File: src/rtl/ibf_insert_scheduler_pkg.sv
// Shared widths, IBF target-bit positions and FSM encoding for the IBF insert scheduler.
package ibf_insert_scheduler_pkg;

  localparam int unsigned KeyField = 32;
  localparam int unsigned SetLen   = 16;

  // Bit positions inside a 2-bit target / write-enable vector.
  localparam int unsigned TgtIbf1 = 0;
  localparam int unsigned TgtIbf2 = 1;

  typedef enum logic [1:0] {
    StIdle  = 2'd0,
    StIssue = 2'd1,
    StWait  = 2'd2,
    StDone  = 2'd3
  } state_e;

endpackage

File: src/rtl/ibf_insert_scheduler_rr_arb2.sv
// Two-way round-robin arbiter; masked requesters are never granted.
module ibf_rr_arb2 (
  input  logic       clk,
  input  logic       reset,
  input  logic [1:0] req,
  input  logic [1:0] mask,
  input  logic       advance,
  output logic [1:0] grant
);

  logic       last_q;
  logic [1:0] elig;

  assign elig = req & ~mask;

  always_comb begin
    grant = elig;
    if (&elig) grant = last_q ? 2'b01 : 2'b10;
  end

  // last_q = 1 means src1 was served last, so reset leaves src0 favoured.
  always_ff @(posedge clk or negedge reset) begin
    if (!reset) begin
      last_q <= 1'b1;
    end else if (advance) begin
      last_q <= grant[1];
    end
  end

endmodule

File: src/rtl/ibf_insert_scheduler.sv
// Sequences keys from two sources into the shared CRC/IBF datapath.
// Optional WAIT watchdog enabled by defining IBF_TIMEOUT_EN.
module ibf_insert_scheduler
  import ibf_insert_scheduler_pkg::*;
#(
  parameter int unsigned KEY_W       = KeyField,
  parameter int unsigned CNT_W       = SetLen,
  parameter int unsigned TIMEOUT_CYC = 64
) (
  input  logic             clk,
  input  logic             reset,
  input  logic             s0_valid,
  input  logic [KEY_W-1:0] s0_key,
  input  logic [1:0]       s0_tgt,
  input  logic             s0_last,
  output logic             s0_ready,
  input  logic             s1_valid,
  input  logic [KEY_W-1:0] s1_key,
  input  logic [1:0]       s1_tgt,
  input  logic             s1_last,
  output logic             s1_ready,
  output logic             dp_start,
  output logic [KEY_W-1:0] dp_key,
  output logic [1:0]       dp_sel,
  input  logic             dp_done,
  input  logic             restart,
  output logic             busy,
  output logic [CNT_W-1:0] cnt_ibf1,
  output logic [CNT_W-1:0] cnt_ibf2,
  output logic             insert_done,
  output logic             err_timeout
);

  state_e             state_q, state_d;
  logic [1:0]         grant, accept, fin_q, fin_d;
  logic               hs, wait_end, timeout, last_q, src_q;
  logic [KEY_W-1:0]   key_q;
  logic [1:0]         sel_q;
  logic [CNT_W-1:0]   cnt1_q, cnt2_q;

  ibf_rr_arb2 u_arb (
    .clk     (clk),
    .reset   (reset),
    .req     ({s1_valid, s0_valid}),
    .mask    (fin_q),
    .advance (hs),
    .grant   (grant)
  );

  assign accept   = {s1_valid & s1_ready, s0_valid & s0_ready};
  assign hs       = |accept;
  assign wait_end = (state_q == StWait) & (dp_done | timeout);

`ifdef IBF_TIMEOUT_EN
  localparam int unsigned TmoW = $clog2(TIMEOUT_CYC + 1);

  logic [TmoW-1:0] tmo_q;
  logic            err_q;

  // Fires on the last permitted WAIT cycle if the datapath is still silent.
  assign timeout = (state_q == StWait) & ~dp_done & (tmo_q == TmoW'(TIMEOUT_CYC - 1));

  always_ff @(posedge clk or negedge reset) begin
    if (!reset) begin
      tmo_q <= '0;
      err_q <= 1'b0;
    end else begin
      tmo_q <= (state_q == StWait) ? tmo_q + TmoW'(1) : '0;
      if (timeout) err_q <= 1'b1;
    end
  end

  assign err_timeout = err_q;
`else
  assign timeout     = 1'b0;
  assign err_timeout = 1'b0;
`endif

  // Finish flags; a dropped (timed-out) key still honours its last flag.
  always_comb begin
    fin_d = fin_q;
    if (wait_end && last_q) fin_d[src_q] = 1'b1;
    if (state_q == StDone && restart) fin_d = '0;
  end

  always_ff @(posedge clk or negedge reset) begin
    if (!reset) begin
      state_q <= StIdle;
    end else begin
      state_q <= state_d;
    end
  end

  always_comb begin
    state_d = state_q;
    unique case (state_q)
      StIdle:  if (hs) state_d = StIssue;
      StIssue: state_d = StWait;
      StWait:  if (wait_end) state_d = (&fin_d) ? StDone : StIdle;
      StDone:  if (restart) state_d = StIdle;
      default: state_d = StIdle;
    endcase
  end

  always_comb begin
    dp_start    = (state_q == StIssue);
    busy        = (state_q == StIssue) | (state_q == StWait);
    insert_done = (state_q == StDone);
    s0_ready    = (state_q == StIdle) & grant[0];
    s1_ready    = (state_q == StIdle) & grant[1];
  end

  always_ff @(posedge clk or negedge reset) begin
    if (!reset) begin
      key_q  <= '0;
      sel_q  <= '0;
      last_q <= 1'b0;
      src_q  <= 1'b0;
      fin_q  <= '0;
      cnt1_q <= '0;
      cnt2_q <= '0;
    end else begin
      fin_q <= fin_d;
      if (hs) begin
        key_q  <= accept[1] ? s1_key  : s0_key;
        sel_q  <= accept[1] ? s1_tgt  : s0_tgt;
        last_q <= accept[1] ? s1_last : s0_last;
        src_q  <= accept[1];
      end
      if (state_q == StWait && dp_done) begin
        if (sel_q[TgtIbf1] && cnt1_q != '1) cnt1_q <= cnt1_q + CNT_W'(1);
        if (sel_q[TgtIbf2] && cnt2_q != '1) cnt2_q <= cnt2_q + CNT_W'(1);
      end
      if (state_q == StDone && restart) begin
        cnt1_q <= '0;
        cnt2_q <= '0;
      end
    end
  end

  assign dp_key   = key_q;
  assign dp_sel   = sel_q;
  assign cnt_ibf1 = cnt1_q;
  assign cnt_ibf2 = cnt2_q;

endmodule
File: config.mk
export PLATFORM = sky130hd
export DESIGN_NAME = ibf_insert_scheduler
export DESIGN_NICKNAME = d
export VERILOG_FILES = /design/src/rtl/ibf_insert_scheduler_pkg.sv /design/src/rtl/ibf_insert_scheduler_rr_arb2.sv /design/src/rtl/ibf_insert_scheduler.sv
export SDC_FILE = /design/constraint.sdc
export NUM_CORES = 1
export LEC_CHECK = 0
export ABC_AREA = 1
export BUFFER_PORTS_ARGS = -buffer_cell sky130_fd_sc_hd__buf_4
export CORE_ASPECT_RATIO = 1.4
export CORE_MARGIN = 2
export CORE_UTILIZATION = 45
export CTS_BUF_LIST = sky130_fd_sc_hd__clkbuf_4
export CTS_CLUSTER_DIAMETER = 80
export DETAILED_ROUTE_END_ITERATION = 7
export MAX_ROUTING_LAYER = met4
export PLACE_DENSITY = 0.83
export SLEW_MARGIN = 40
export SYNTH_ARGS = -nofsm -noshare
export SYNTH_HDL_FRONTEND = slang
export SYNTH_HIERARCHICAL = 1
export SYNTH_SLANG_ARGS = --single-unit
File: constraint.sdc
create_clock -name clk -period 4.29 [get_ports clk]
set_input_delay 0.858 -clock clk [delete_from_list [all_inputs] [get_ports clk]]
set_output_delay 0.858 -clock clk [all_outputs]
set_load 0.1 [all_outputs]
=== Yosys cells after proc, flatten, opt, wreduce, memory -nomap -nowiden ===
Cells that the tools add are included.

* Flip-flop bits (word level): 73
* Latch bits: 0
* Bits in writable memories: 0
* Memory bits (read-only): 0
* Output and inout port bits: 72
* Logic and storage cells: 66
* Memories: 0

* Add/subtract/negate cells: 2
* Multiply operators: 0
* Div/mod/pow operators: 0
* $lt $le $gt $ge: 2
* Eq/ne operators: 8
* Shift operators: 0
* Mux-type cells: 20
* Bitwise operators: 9
* Reduce and logical (&&, ||, !) cells: 16

{| class="wikitable"
|+ Operators by type and width
! kind !! number
|-
| $mux 16 || 6
|-
| $add 16x1->16 const B || 2
|-
| $mux 32 || 1
|-
| $ne 16x16->1 const B || 2
|-
| $mux 2 || 9
|-
| $pmux 2 s4 || 1
|-
| $reduce_and 2->1 || 4
|-
| $logic_and 1x1->1 || 6
|-
| $ne 2x2->1 const B || 3
|-
| $reduce_bool 2->1 || 3
|-
| $and 1x1->1 || 5
|-
| $eq 2x2->1 const B || 2
|-
| $reduce_and 3->1 || 1
|-
| $and 2x2->2 || 1
|-
| $eq 2x1->1 const B || 1
|-
| $logic_not 2->1 || 1
|-
| $lt 1x2->1 const B || 1
|-
| $mux 1 || 2
|-
| $not 2->2 || 1
|-
| $or 2x2->2 || 1
|-
| $reduce_or 2->1 || 1
|-
| $demux 1 s1 || 1
|-
| $ge 1x1->1 const B || 1
|-
| $or 1x1->1 || 1
|}

=== Depth between registers and ports, before layout ===
* Word-level depth: 11
* Depth in mapped cells: 14
* Mapped depth without buffers: 13

=== Modules after synthesis ===
The synthesis kept the hierarchy.

{| class="wikitable"
|+ By module, submodules not included
! module !! times used !! cells an instance !! area an instance (µm²) !! seq. area each (µm²)
|-
| ibf_insert_scheduler || 1 || 555 || 4201.5 || 1801.7
|-
| ibf_rr_arb2 || 1 || 13 || 82.6 || 26.3
|}

=== Least setup slack after synthesis ===
Ideal clock, no wire load.

* Kind: in2out
* From: input s1_valid
* To: output s0_ready
* Arrival time: 1.761 ns
* Required time: 3.432 ns
* Path slack: 1.671 ns
* Cell stages on the path: 5
* Buffers on the path: 0
* Cell sequence: inv_1 -> nor2_4 -> o21ai_0 -> nand2_1 -> inv_1

* Word-level cells in the longest chain between the ends: 4

{| class="wikitable"
|+ RTL lines
! item !! RTL line !! RTL
|-
| start: declaration || ibf_insert_scheduler.sv:17 || <nowiki>input logic s1_valid,</nowiki>
|-
| $and 2x2->2 || ibf_insert_scheduler_rr_arb2.sv:14 || <nowiki>assign elig = req & ~mask;</nowiki>
|-
| $reduce_and 2->1 || ibf_insert_scheduler_rr_arb2.sv:18 || <nowiki>if (&elig) grant = last_q ? 2'b01 : 2'b10;</nowiki>
|-
| $mux 2 || ibf_insert_scheduler_rr_arb2.sv:18 ||
|-
| via grant[0] || ibf_insert_scheduler.sv:35 || <nowiki>logic [1:0] grant, accept, fin_q, fin_d;</nowiki>
|-
| $and 1x1->1 || ibf_insert_scheduler.sv:109 || <nowiki>s0_ready = (state_q == StIdle) & grant[0];</nowiki>
|-
| end: declaration || ibf_insert_scheduler.sv:16 || <nowiki>output logic s0_ready,</nowiki>
|}

The timed path passes the listed nets, and every way through them passes these cells.

=== Final worst setup path ===
Same ends and word-level chain as after synthesis.

==> results by group <==
Synthesis
  – Ys async rst share: 1.00
  – Netlist cell types: 33
  – Mapped Cells: 568
  – Syn. warnings: 6
  – Syn_nets: around 650
  – Seq/Total Area, Yosys: 0.427
  – Commonest register cell after synthesis: dfrtp_1
  – Syn Area/Cell: roughly 7.5 µm²
  – Synth Register Bits: between 70 and 80
  – Mapped cell area: about 4300 µm²
  – Number of synthesized flops with an enable pin: 0

CTS
  – CTS Root Cell: clkbuf_4
  – Hold buffers post-CTS: 0
  – Clock Latency Late Sink: ~0.42 ns
  – Worst-path clk slew: 0.12 ns
  – Deepest clock path buffer count: 2
  – CTS tree: built
  – Post_cts resized: 0
  – Post-CTS setup buffer count: 0
  – Sink Count: 73
  – H-tree depth: 3
  – CTS buffer count: 9

Routing
  – Iter 0 DRT Violations: 220
  – Antenna-violating nets left: 0
  – WL/cell: around 14 µm
  – Routed vias: roughly 4,400
  – Via density: roughly 5.3
  – Remaining DRCs: 0
  – Routed WL: around 11,000 µm
  – Number of detailed-routing iterations run before antenna repair: 5

Timing
  – RSZ-0062 raised after global routing: no
  – Worst Hold Margin: 0.421 ns
  – Slew margin rel.: 0.557
  – Clk_skew: between 0.015 and 0.02 ns
  – Max-slew violations: 0
  – Crit path time final: about 2.5 ns
  – Final period util: 0.588
  – Max frequency: around 400 MHz
  – Setup_tns: 0 ns
  – Measured slew at the worst slew-check pin: 0.663 ns
  – Fin. Hold Viols: 0
  – # setup viols final: 0

Floorplan
  – Die width: just under 90 µm
  – DIE HEIGHT: roughly 120 µm
  – Core area: approximately 9400 µm²
  – Initial Util: 0.458
  – Row Count: 42
  – Die footprint: between 10,000 and 15,000 µm²
  – I/O pin count: 148

Power and ir drop
  – Cell Pwr Density: ~740 nW/µm²
  – Leak: approximately 3.0 nW
  – Internal: between 1.5 and 2 mW
  – Logic pwr share: 0.636
  – VDD IR max: roughly 0.50 mV
  – Sw frac: 0.602
  – Net Sw Power: 2.47 mW
  – Part of the power in registers: 0.262
  – Clk pwr share: 0.102

Setup path
  – CP arrival: between 1.5 and 2 ns
  – CP Launch Type: primary input
  – Critical path, cell by cell: buf_4 > inv_1 > nor2_4 > o21ai_0 > nand2_1 > inv_1 > buf_4
  – FF-to-FF End: dp_key[10]
  – Flop-to-flop setup slack: approximately 2 ns
  – Slowest stage delay, CP: roughly 0.29 ns
  – Worst path slowest cell: buf_4
  – Worst-path maximum fanout: 3
  – Worst Path Required: ~3.4 ns
  – Cells on worst reg2reg path: 10
  – Setup CP Type: primary input to primary output
  – CP Buf/Inv Count: 4
  – FF-to-FF Start: u_arb/last_q
  – Cell family with most CP delay: buffers and inverters
  – Crit end category: primary output

Worst hold path
  – Hold Path Class: primary input to asynchronous set/reset pin

Global routing
  – Total gr overflow: 0
  – Initial antenna violation count: 0
  – Global Route Usage Sum: 0.222
  – Largest net degree at the start of global routing: 74
  – Vias in the first global route: 4,098
  – First-pass GRT wire length: roughly 18,000 µm

Outcome
  – Status: finished, final reports clean

Cells and area
  – Area Overhead vs Synth: 29.1%
  – Fillers: ~840
  – Nets: 787
  – Number of diodes: 0
  – Sequential Area: approximately 1800 µm²
  – Final Non-Filler Cells: just over 800
  – Area of the multi-input gates: 2130 µm²
  – Layout cells sized above 1: 0.267

Placement
  – DP HPWL: roughly 8000 µm
  – DP Cell Count: between 800 and 900
  – RePlAce Congestion: slightly below 0.9
  – IO buf count: 146

Job
  – Maxcap violations: 0
metrics by stage:
step / util / area, µm² / setup slack (ns) / total power, mW
floorplan: - / 4280 / 1.67 / 3.15
global placement: 0.577 / 5390 / 1.42 / 3.65
detailed placement: 0.577 / 5400 / 1.29 / 3.71
CTS: 0.591 / 5530 / 1.70 / 4.13
global route: 0.591 / 5530 / 1.71 / 4.31
finish: 0.591 / 5530 / 1.77 / 4.11
synth_stat cells (2+ instances only):
| cell | instances | share of area |
|---|---|---|
| nand4_1 | 9 | 0.013 |
| buf_2 | 14 | 0.016 |
| nand2_4 | 4 | 0.011 |
| nand3b_1 | 7 | 0.012 |
| nor2_4 | 5 | 0.013 |
| inv_2 | 4 | 0.0035 |
| xnor2_1 | 2 | 0.0041 |
| buf_4 | 2 | 0.0035 |
| inv_1 | 44 | 0.039 |
| nor3_1 | 6 | 0.0070 |
| nand2_1 | 173 | 0.15 |
| clkbuf_1 | 5 | 0.0044 |
| o21bai_1 | 37 | 0.065 |
| nand2_2 | 5 | 0.0073 |
| nor2_1 | 49 | 0.043 |
| dfrtp_1 | 72 | 0.42 |
| a31oi_1 | 2 | 0.0029 |
| ha_1 | 7 | 0.020 |
| nand3_1 | 52 | 0.061 |
| xor2_1 | 8 | 0.016 |
| buf_6 | 2 | 0.0053 |
| a21oi_1 | 2 | 0.0023 |
| o21ai_1 | 3 | 0.0035 |
| nand3_2 | 2 | 0.0047 |
| o21ai_0 | 44 | 0.051 |
registers in the layout, indices dropped and copies added, names as in the netlist:
name / cells
dp_key: 32
dp_sel: 2
state_q: 2
u_arb/last_q: 1
cnt_ibf1: 16
fin_q: 2
last_q: 1
cnt_ibf2: 16
src_q: 1
metal layers:
layer,track usage,vias up,share of wire
met2,0.382,193,0.50
met5,-,-,0
met1,0.260,2046,0.40
met3,0.0326,22,0.078
li1,-,2106,-
met4,0.0820,0,0.020
worst max-delay path by stage:
| stage | start | endpoint | slack (ns) | depth (start not counted) |
|---|---|---|---|---|
| 3_3_place_gp | s1_valid | dp_key[29] | 1.42 | 11 |
| 5_1_grt | s1_valid | s0_ready | 1.71 | 7 |
| 2_1_floorplan | s1_valid | s0_ready | 1.67 | 5 |
| 3_5_place_dp | s1_valid | dp_key[10] | 1.29 | 12 |
| 6_report | s1_valid | s0_ready | 1.77 | 7 |
| 4_1_cts | u_arb/last_q | dp_key[10] | 1.70 | 10 |
power by group through the flow:
stage | Clock [mW] | Sequential [mW] | Combinational, mW
after CTS | 0.436 | 1.07 | 2.63
after global routing | 0.464 | 1.10 | 2.75
final | 0.421 | 1.07 | 2.61
after detailed placement | 0 | 1.08 | 2.62
after global placement | 0 | 1.08 | 2.57
after floorplan | 0 | 2.40 | 0.748
area by class of cell:
class                   instances  area share
clock inverters                 6      0.0106
well taps                     110      0.0249
clock buffers                  10      0.0136
multi-input cells             422       0.384
inverters                      49      0.0333
repair buffers                149       0.203
flip-flops and latches         73       0.330
layout by cell type (no fill, tap or decap), drive strengths merged, types with 2 or more instances in the layout:
cell type  count
clkinv         6
nor3           6
a31oi          2
nand4          9
xor2           8
ha             7
o21ai         47
buf          149
inv           48
xnor2          2
a21oi          2
clkbuf        10
o21bai        37
dfrtp         72
nand2        182
nor2          55
nand3         54
nand3b         7
kinds of logic (layout without fill, tap and decap cells):
group                    after synthesis  after routing  share of synthesized area
AO/OA/AOI/OAI                         90             90                      0.128
XOR/XNOR                              10             10                     0.0204
adder cells (fa/ha/maj)                7              7                     0.0204
buffers and inverters                 73            214                     0.0771
flip-flops                            73             73                      0.427
other                                  1              1                   0.000875
AND/OR/NAND/NOR                      314            314                      0.326
Power figures use the tool's default switching activity.
